File: config.mk
export PLATFORM = sky130hd
export DESIGN_NAME = alu_cmd_issuer
export DESIGN_NICKNAME = d
export VERILOG_FILES = /design/src/rtl/alu_cmd_issuer.sv
export SDC_FILE = /design/constraint.sdc
export NUM_CORES = 1
export LEC_CHECK = 0
export CAP_MARGIN = 15
export CELL_PAD_IN_SITES_DETAIL_PLACEMENT = 0
export CELL_PAD_IN_SITES_GLOBAL_PLACEMENT = 1
export CORE_MARGIN = 4
export CORE_UTILIZATION = 36
export CTS_BUF_LIST = sky130_fd_sc_hd__clkbuf_4
export CTS_CLUSTER_DIAMETER = 40
export DETAILED_ROUTE_END_ITERATION = 7
export GPL_TIMING_DRIVEN = 0
export PLACE_DENSITY = 0.95
export REMOVE_ABC_BUFFERS = 1
export SYNTH_ARGS = -nofsm -noshare
export SYNTH_HDL_FRONTEND = slang
export SYNTH_SLANG_ARGS = --single-unit
File: constraint.sdc
create_clock -name clk -period 3 [get_ports clk]
set_input_delay 0.6 -clock clk [delete_from_list [all_inputs] [get_ports clk]]
set_output_delay 0.6 -clock clk [all_outputs]
set_load 0.05 [all_outputs]
File: src/rtl/alu_cmd_issuer.sv
// Registered command/response front-end for a combinational 32-bit ALU; result captured ALU_LAT cycles after issue.
// Optional `ILLEGAL_OP_CHECK_EN`: opcodes 7..15 are answered at once with rsp_err=1 instead of being issued.
module alu_cmd_issuer #(
  parameter int WIDTH   = 32,
  parameter int SHAMT_W = 5,
  parameter int ALU_LAT = 1,
  parameter int CNT_W   = 16
) (
  input  logic               clk,
  input  logic               rst_n,
  input  logic               cmd_valid,
  output logic               cmd_ready,
  input  logic [3:0]         cmd_opcode,
  input  logic [WIDTH-1:0]   cmd_a,
  input  logic [WIDTH-1:0]   cmd_b,
  input  logic [SHAMT_W-1:0] cmd_shamt,
  output logic [3:0]         alu_opcode,
  output logic [WIDTH-1:0]   alu_input1,
  output logic [WIDTH-1:0]   alu_input2,
  output logic [SHAMT_W-1:0] alu_shift,
  input  logic [WIDTH-1:0]   alu_result,
  input  logic               alu_carry,
  input  logic               alu_zero,
  input  logic               alu_ovf,
  input  logic               alu_sign,
  output logic               rsp_valid,
  input  logic               rsp_ready,
  output logic [WIDTH-1:0]   rsp_result,
  output logic               rsp_carry,
  output logic               rsp_zero,
  output logic               rsp_ovf,
  output logic               rsp_sign,
  output logic               rsp_err,
  output logic               busy,
  output logic [CNT_W-1:0]   op_count
);

  typedef enum logic [1:0] {S_IDLE, S_WAIT, S_RESP} state_t;

  localparam logic [3:0] OP_ADD = 4'd0;
  localparam logic [3:0] OP_SUB = 4'd1;
  localparam logic [3:0] LAT_M1 = 4'(ALU_LAT - 1);

  state_t             state_q;
  logic [3:0]         cnt_q;
  logic [3:0]         alu_opcode_q;
  logic [WIDTH-1:0]   alu_input1_q;
  logic [WIDTH-1:0]   alu_input2_q;
  logic [SHAMT_W-1:0] alu_shift_q;
  logic               rsp_valid_q;
  logic [WIDTH-1:0]   rsp_result_q;
  logic               rsp_carry_q;
  logic               rsp_zero_q;
  logic               rsp_ovf_q;
  logic               rsp_sign_q;
  logic               rsp_err_q;
  logic [CNT_W-1:0]   op_count_q;

  logic is_arith;
  logic illegal_op;

  // Carry and overflow only mean something for the op held in the drive register when it is ADD/SUB.
  assign is_arith = (alu_opcode_q == OP_ADD) || (alu_opcode_q == OP_SUB);

`ifdef ILLEGAL_OP_CHECK_EN
  assign illegal_op = (cmd_opcode > 4'd6);
`else
  assign illegal_op = 1'b0;
`endif

  always_ff @(posedge clk or negedge rst_n) begin
    if (!rst_n) begin
      state_q      <= S_IDLE;
      cnt_q        <= '0;
      alu_opcode_q <= '0;
      alu_input1_q <= '0;
      alu_input2_q <= '0;
      alu_shift_q  <= '0;
      rsp_valid_q  <= 1'b0;
      rsp_result_q <= '0;
      rsp_carry_q  <= 1'b0;
      rsp_zero_q   <= 1'b0;
      rsp_ovf_q    <= 1'b0;
      rsp_sign_q   <= 1'b0;
      rsp_err_q    <= 1'b0;
      op_count_q   <= '0;
    end else begin
      case (state_q)
        S_IDLE: begin
          if (cmd_valid) begin
            if (illegal_op) begin
              rsp_result_q <= '0;
              rsp_carry_q  <= 1'b0;
              rsp_zero_q   <= 1'b0;
              rsp_ovf_q    <= 1'b0;
              rsp_sign_q   <= 1'b0;
              rsp_err_q    <= 1'b1;
              rsp_valid_q  <= 1'b1;
              state_q      <= S_RESP;
            end else begin
              alu_opcode_q <= cmd_opcode;
              alu_input1_q <= cmd_a;
              alu_input2_q <= cmd_b;
              alu_shift_q  <= cmd_shamt;
              cnt_q        <= LAT_M1;
              state_q      <= S_WAIT;
            end
          end
        end
        S_WAIT: begin
          if (cnt_q == 4'd0) begin
            rsp_result_q <= alu_result;
            rsp_carry_q  <= alu_carry & is_arith;
            rsp_zero_q   <= alu_zero;
            rsp_ovf_q    <= alu_ovf & is_arith;
            rsp_sign_q   <= alu_sign;
            rsp_err_q    <= 1'b0;
            rsp_valid_q  <= 1'b1;
            state_q      <= S_RESP;
          end else begin
            cnt_q <= cnt_q - 4'd1;
          end
        end
        S_RESP: begin
          if (rsp_ready) begin
            rsp_valid_q <= 1'b0;
            op_count_q  <= op_count_q + CNT_W'(1);
            state_q     <= S_IDLE;
          end
        end
        default: state_q <= S_IDLE;
      endcase
    end
  end

  assign cmd_ready  = (state_q == S_IDLE);
  assign busy       = (state_q != S_IDLE);
  assign alu_opcode = alu_opcode_q;
  assign alu_input1 = alu_input1_q;
  assign alu_input2 = alu_input2_q;
  assign alu_shift  = alu_shift_q;
  assign rsp_valid  = rsp_valid_q;
  assign rsp_result = rsp_result_q;
  assign rsp_carry  = rsp_carry_q;
  assign rsp_zero   = rsp_zero_q;
  assign rsp_ovf    = rsp_ovf_q;
  assign rsp_sign   = rsp_sign_q;
  assign rsp_err    = rsp_err_q;
  assign op_count   = op_count_q;

endmodule

======== After elaboration in Yosys (flattened, before gate mapping) ========
Cells that the tools add are included.
storage, ports and cells
  register bits ........................... 132
  logic and storage cells ................. 47
  bits of input ports ..................... 113
operators by class
  muxes and demuxes ....................... 10
  bitwise logic cells ..................... 2
  eq/ne operators ......................... 7
  reductions and logical operators ........ 13
  $add $sub $neg .......................... 2
operator list
  cell                                                                number
  16-bit by 1-bit adder with 16-bit output, second input constant     1
  3-bit AND reduction                                                 3
  4-bit zero test                                                     2
  4-bit two-way mux                                                   2
  2-bit inequality test, second input constant                        4
  4-bit one-hot mux with 2 select lines                               1
  2-bit two-way mux                                                   3
  2-bit one-hot mux with 3 select lines                               1
  2-bit AND reduction                                                 3
  2-bit nonzero test                                                  3
  4-bit by 1-bit == test with 1-bit output, second input constant     1
  4-bit by 1-bit subtractor with 4-bit output, second input constant  1
  1-bit bitwise AND                                                   2
  2-bit by 1-bit == test with 1-bit output, second input constant     1
  2-bit == test, second input constant                                1
  2-bit zero test                                                     1
  1-bit two-way mux                                                   2
  1-bit one-hot mux with 2 select lines                               1
  1-bit logical OR                                                    1

======== Longest topological paths before layout ========
  depth after elaboration ................. 3
  gate-level depth with buffers ........... 7
  depth with buffers taken out ............ 6

======== Worst setup path before layout ========
No wires, ideal clock.
  path type ............................... reg-to-reg
  start ................................... reg state_q[0]
  end ..................................... reg alu_input2_q[19] (netlist: alu_input2[19])
  stages on the path, launching flop included .. 7
  arrival ................................. 1.786 ns
  path buffers ............................ 2
  data required time ...................... 2.875 ns
  slack ................................... 1.089 ns
  path through ............................ dfrtp_1 -> or2_4 -> inv_2 -> and2_4 -> buf_6 -> buf_6 -> mux2_4
on the way
  longest elaborated chain between the ends .. 2
ends and longest elaborated chain
  item                                  line  source
  from (decl)                           44    state_t state_q;
  from (signal assigned)                73    state_q <= S_IDLE;
  from (signal assigned)                99    state_q <= S_RESP;
  from (signal assigned)                106   state_q <= S_WAIT;
  2-bit zero test                       -
  via cmd_ready                         12    output logic cmd_ready,
  2-bit AND reduction (no source line)  -
  to (signal assigned)                  103   alu_input2_q <= cmd_b;
  to (decl)                             48    logic [WIDTH-1:0] alu_input2_q;
The timed path passes the listed nets, and every way through them passes these cells.
A chain may end at the register's enable or synchronous reset.

======== Final worst setup path ========
  start ................................... reg state_q[0]
  end ..................................... out cmd_ready
on the way
  longest elaborated chain between the ends .. 1
ends and longest elaborated chain
  item             line  source
  2-bit zero test  136   assign cmd_ready = (state_q == S_IDLE);
  to (decl)        12
Every way passes these cells.

==> flow_metrics.env <==
export IMPL_holdWs_ns=0.475
export IMPL_overflow=0
export IMPL_grt_first_pass_wirelength_um=19900
export IMPL_start_util=0.368
export IMPL_hold_buffers=1
export IMPL_insertedDiodeCount=0
export IMPL_cts_resized=0
export IMPL_hold_viol=0
export IMPL_layout_drive_gt1_share=0.244
export IMPL_timing_final_max_slew_violations=0
export IMPL_fin_nets=699
export IMPL_core_area_um2=14500
export IMPL_ys_seq_area_frac=0.617
export IMPL_post_cts_repair_setup_buffers=0
export IMPL_antenna_found_initial=0
export IMPL_dp_hpwl_um=9460
export IMPL_clk_latency_ns=0.54
export IMPL_cp_startpoint="state_q[0]"
export IMPL_finalCriticalPeriod_ns=2.77
export IMPL_drc=0
export IMPL_grt_max_degree=101
export IMPL_cts_tree="done"
export IMPL_drt_wirelength_per_cell_um=16.8
export IMPL_multi_input_area_um2=1910
export IMPL_synth_area_um2=5350
export IMPL_reg2reg_from="cnt_q[0]"
export IMPL_port_buffers=240
export IMPL_rr_worst_depth=5
export IMPL_arrival_ns=2.17
export IMPL_cp_endpoint="cmd_ready"
export IMPL_vias=3576
export IMPL_hold_class="flop to flop"
export IMPL_track_usage=0.152
export IMPL_fill_cells=1174
export IMPL_postRouteAntennaNets=0
export IMPL_status="finished, final reports clean"
export IMPL_clkTransAtPathRegs_ns=0.10
export IMPL_setup_viol=0
export IMPL_drt_iter0_markers=119
export IMPL_crit_path_end_kind="primary output"
export IMPL_cp_required_ns=2.40
export IMPL_worst_slew_pin_slew_ns=0.863
export IMPL_die_w_um=130
export IMPL_crit_type="flop to primary output"
export IMPL_post_route_util=0.566
export IMPL_area_delta_synth_final_pct=53.7
export IMPL_dr_pass1_iters=4
export IMPL_final_common_cell="clkdlybuf4s50_1"
export IMPL_slew_headroom=0.423
export IMPL_cap_violations=0
export IMPL_rows=44
export IMPL_wl_um=13000
export IMPL_grt_pass1_vias=3933
export IMPL_cts_buffers=17
export IMPL_timing_fmax_ghz=0.361
export IMPL_critPathMaxFanout=9
export IMPL_cp_start_kind="flop"
export IMPL_layout_common_cells="clkdlybuf4s50_1, dfrtp_1, mux2_2"
export IMPL_dieArea_um2=16900
export IMPL_cts_path_max_buffers=2
export IMPL_htreeDepth=4
export IMPL_power_density_nw_per_um2=1310
export IMPL_min_period_over_period=0.923
export IMPL_cts_sinks=132
export IMPL_yosysWarnings=0
export IMPL_register_area_um2=3300
export IMPL_num_io_pins=242
export IMPL_r2r_end="rsp_result[23]"
export IMPL_fin_skew_ns=0.0103
export IMPL_synthesis_area_per_instance_um2=16.0
export IMPL_rsz0062_at_grt="no"
export IMPL_drt_vias_per_instance=4.60
export IMPL_ir_worst_vdd_mv=0.632
export IMPL_syn_inst=335
export IMPL_gp_congestion=0.785
export IMPL_root_buffer="clkbuf_4"
export IMPL_synth_seq_cells=132
export IMPL_ff2ff_setup_slack_ns=0.80
export IMPL_p_leak_uw=0.00353
export IMPL_die_y_um=130
export IMPL_post_synth_num_cell_types=34
==> per-stage QoR <==
stage / worst slack [ns] / total power (µW) / TNS [ns] / instances / instance area [µm²]
2_1_floorplan: 0.637 / 7410 / 0 / 321 / 5230
3_3_place_gp: -3.62 / 9460 / -477.18 / 745 / 7860
3_5_place_dp: 0.311 / 9600 / 0 / 746 / 7890
4_1_cts: 0.169 / 10900 / 0 / 777 / 8200
5_1_grt: 0.108 / 11300 / 0 / 778 / 8230
6_report: 0.231 / 10800 / 0 / 778 / 8230
==> critical path, cell delays in order, from the launching register on <==
cell and delay (ns):
dfrtp_1 0.48, or2_4 0.29, inv_2 0.07, clkdlybuf4s50_1 0.80
==> cell families after synthesis <==
family | after synthesis | share of synthesized area
flip-flops | 132 | 0.617
adder cells (fa/ha/maj) | 3 | 0.00701
buffers and inverters | 20 | 0.0276
other | 1 | 0.000700
AO/OA/AOI/OAI | 10 | 0.0122
AND/OR/NAND/NOR | 44 | 0.0470
multiplexers | 108 | 0.261
XOR/XNOR | 17 | 0.0278
==> Yosys cell counts, drive strengths merged <==
library cell / n / share of area
nor3b: 1 / 0.0035
nor2: 7 / 0.0049
mux2: 108 / 0.26
and3b: 1 / 0.0016
and2: 1 / 0.0016
nand2b: 1 / 0.0012
nand3: 6 / 0.0056
nor2b: 1 / 0.0012
conb: 1 / 0.00070
inv: 6 / 0.0042
xnor2: 9 / 0.015
and4b: 1 / 0.0019
nand4: 3 / 0.0035
xor2: 8 / 0.013
or2: 1 / 0.0016
and4: 2 / 0.0033
ha: 3 / 0.0070
and3: 3 / 0.0035
nor3: 4 / 0.0037
nand3b: 2 / 0.0028
a21oi: 1 / 0.00093
buf: 14 / 0.023
o21ai: 4 / 0.0037
o21bai: 1 / 0.0014
a21o: 1 / 0.0014
o31ai: 1 / 0.0014
a22o: 2 / 0.0033
dfrtp: 132 / 0.62
nand2: 10 / 0.0070
==> report_power, final <==
part           total [µW]  switching (µW)  leakage, µW  internal [µW]
clock                1280             627     0.000161            651
combinational        6440            3870      0.00179           2580
sequential           3080             477      0.00158           2600
==> final cells by class <==
class	instances	share of cell area
Clock buffer	18	0.0164
Timing Repair Buffer	243	0.300
Inverter	6	0.00274
Clock inverter	12	0.0199
Sequential cell	132	0.401
Tap cell	184	0.0280
Multi-Input combinational cell	183	0.232
==> worst min path at each step <==
stage | slack [ns] | to | cells after the start | start
after floorplan | 0.30 | alu_input1[0] | 0 | rst_n
after global placement | 0.46 | op_count[15] | 1 | op_count[15]
after detailed placement | 0.46 | op_count[15] | 1 | op_count[15]
after CTS | 0.46 | alu_input2[8] | 2 | rst_n
after global routing | 0.49 | alu_input2[8] | 2 | rst_n
final | 0.48 | op_count[15] | 1 | op_count[15]
==> layer usage <==
metal	up-vias	global-route usage	wire length [µm]
met2	165	0.247	6250
met5	-	0	0
met3	25	0.0610	1320
met1	1725	0.181	5180
li1	1661	-	-
met4	0	0.0605	289
==> sequential cells by signal, summed over array words and instances (netlist names) <==
register / cells
alu_input1: 32
alu_input2: 32
alu_opcode: 4
alu_shift: 5
cnt_q: 4
op_count: 16
rsp_carry: 1
rsp_ovf: 1
rsp_result: 32
rsp_sign: 1
rsp_valid: 1
rsp_zero: 1
state_q: 2
No activity file was read; power rests on OpenSTA's default activity.
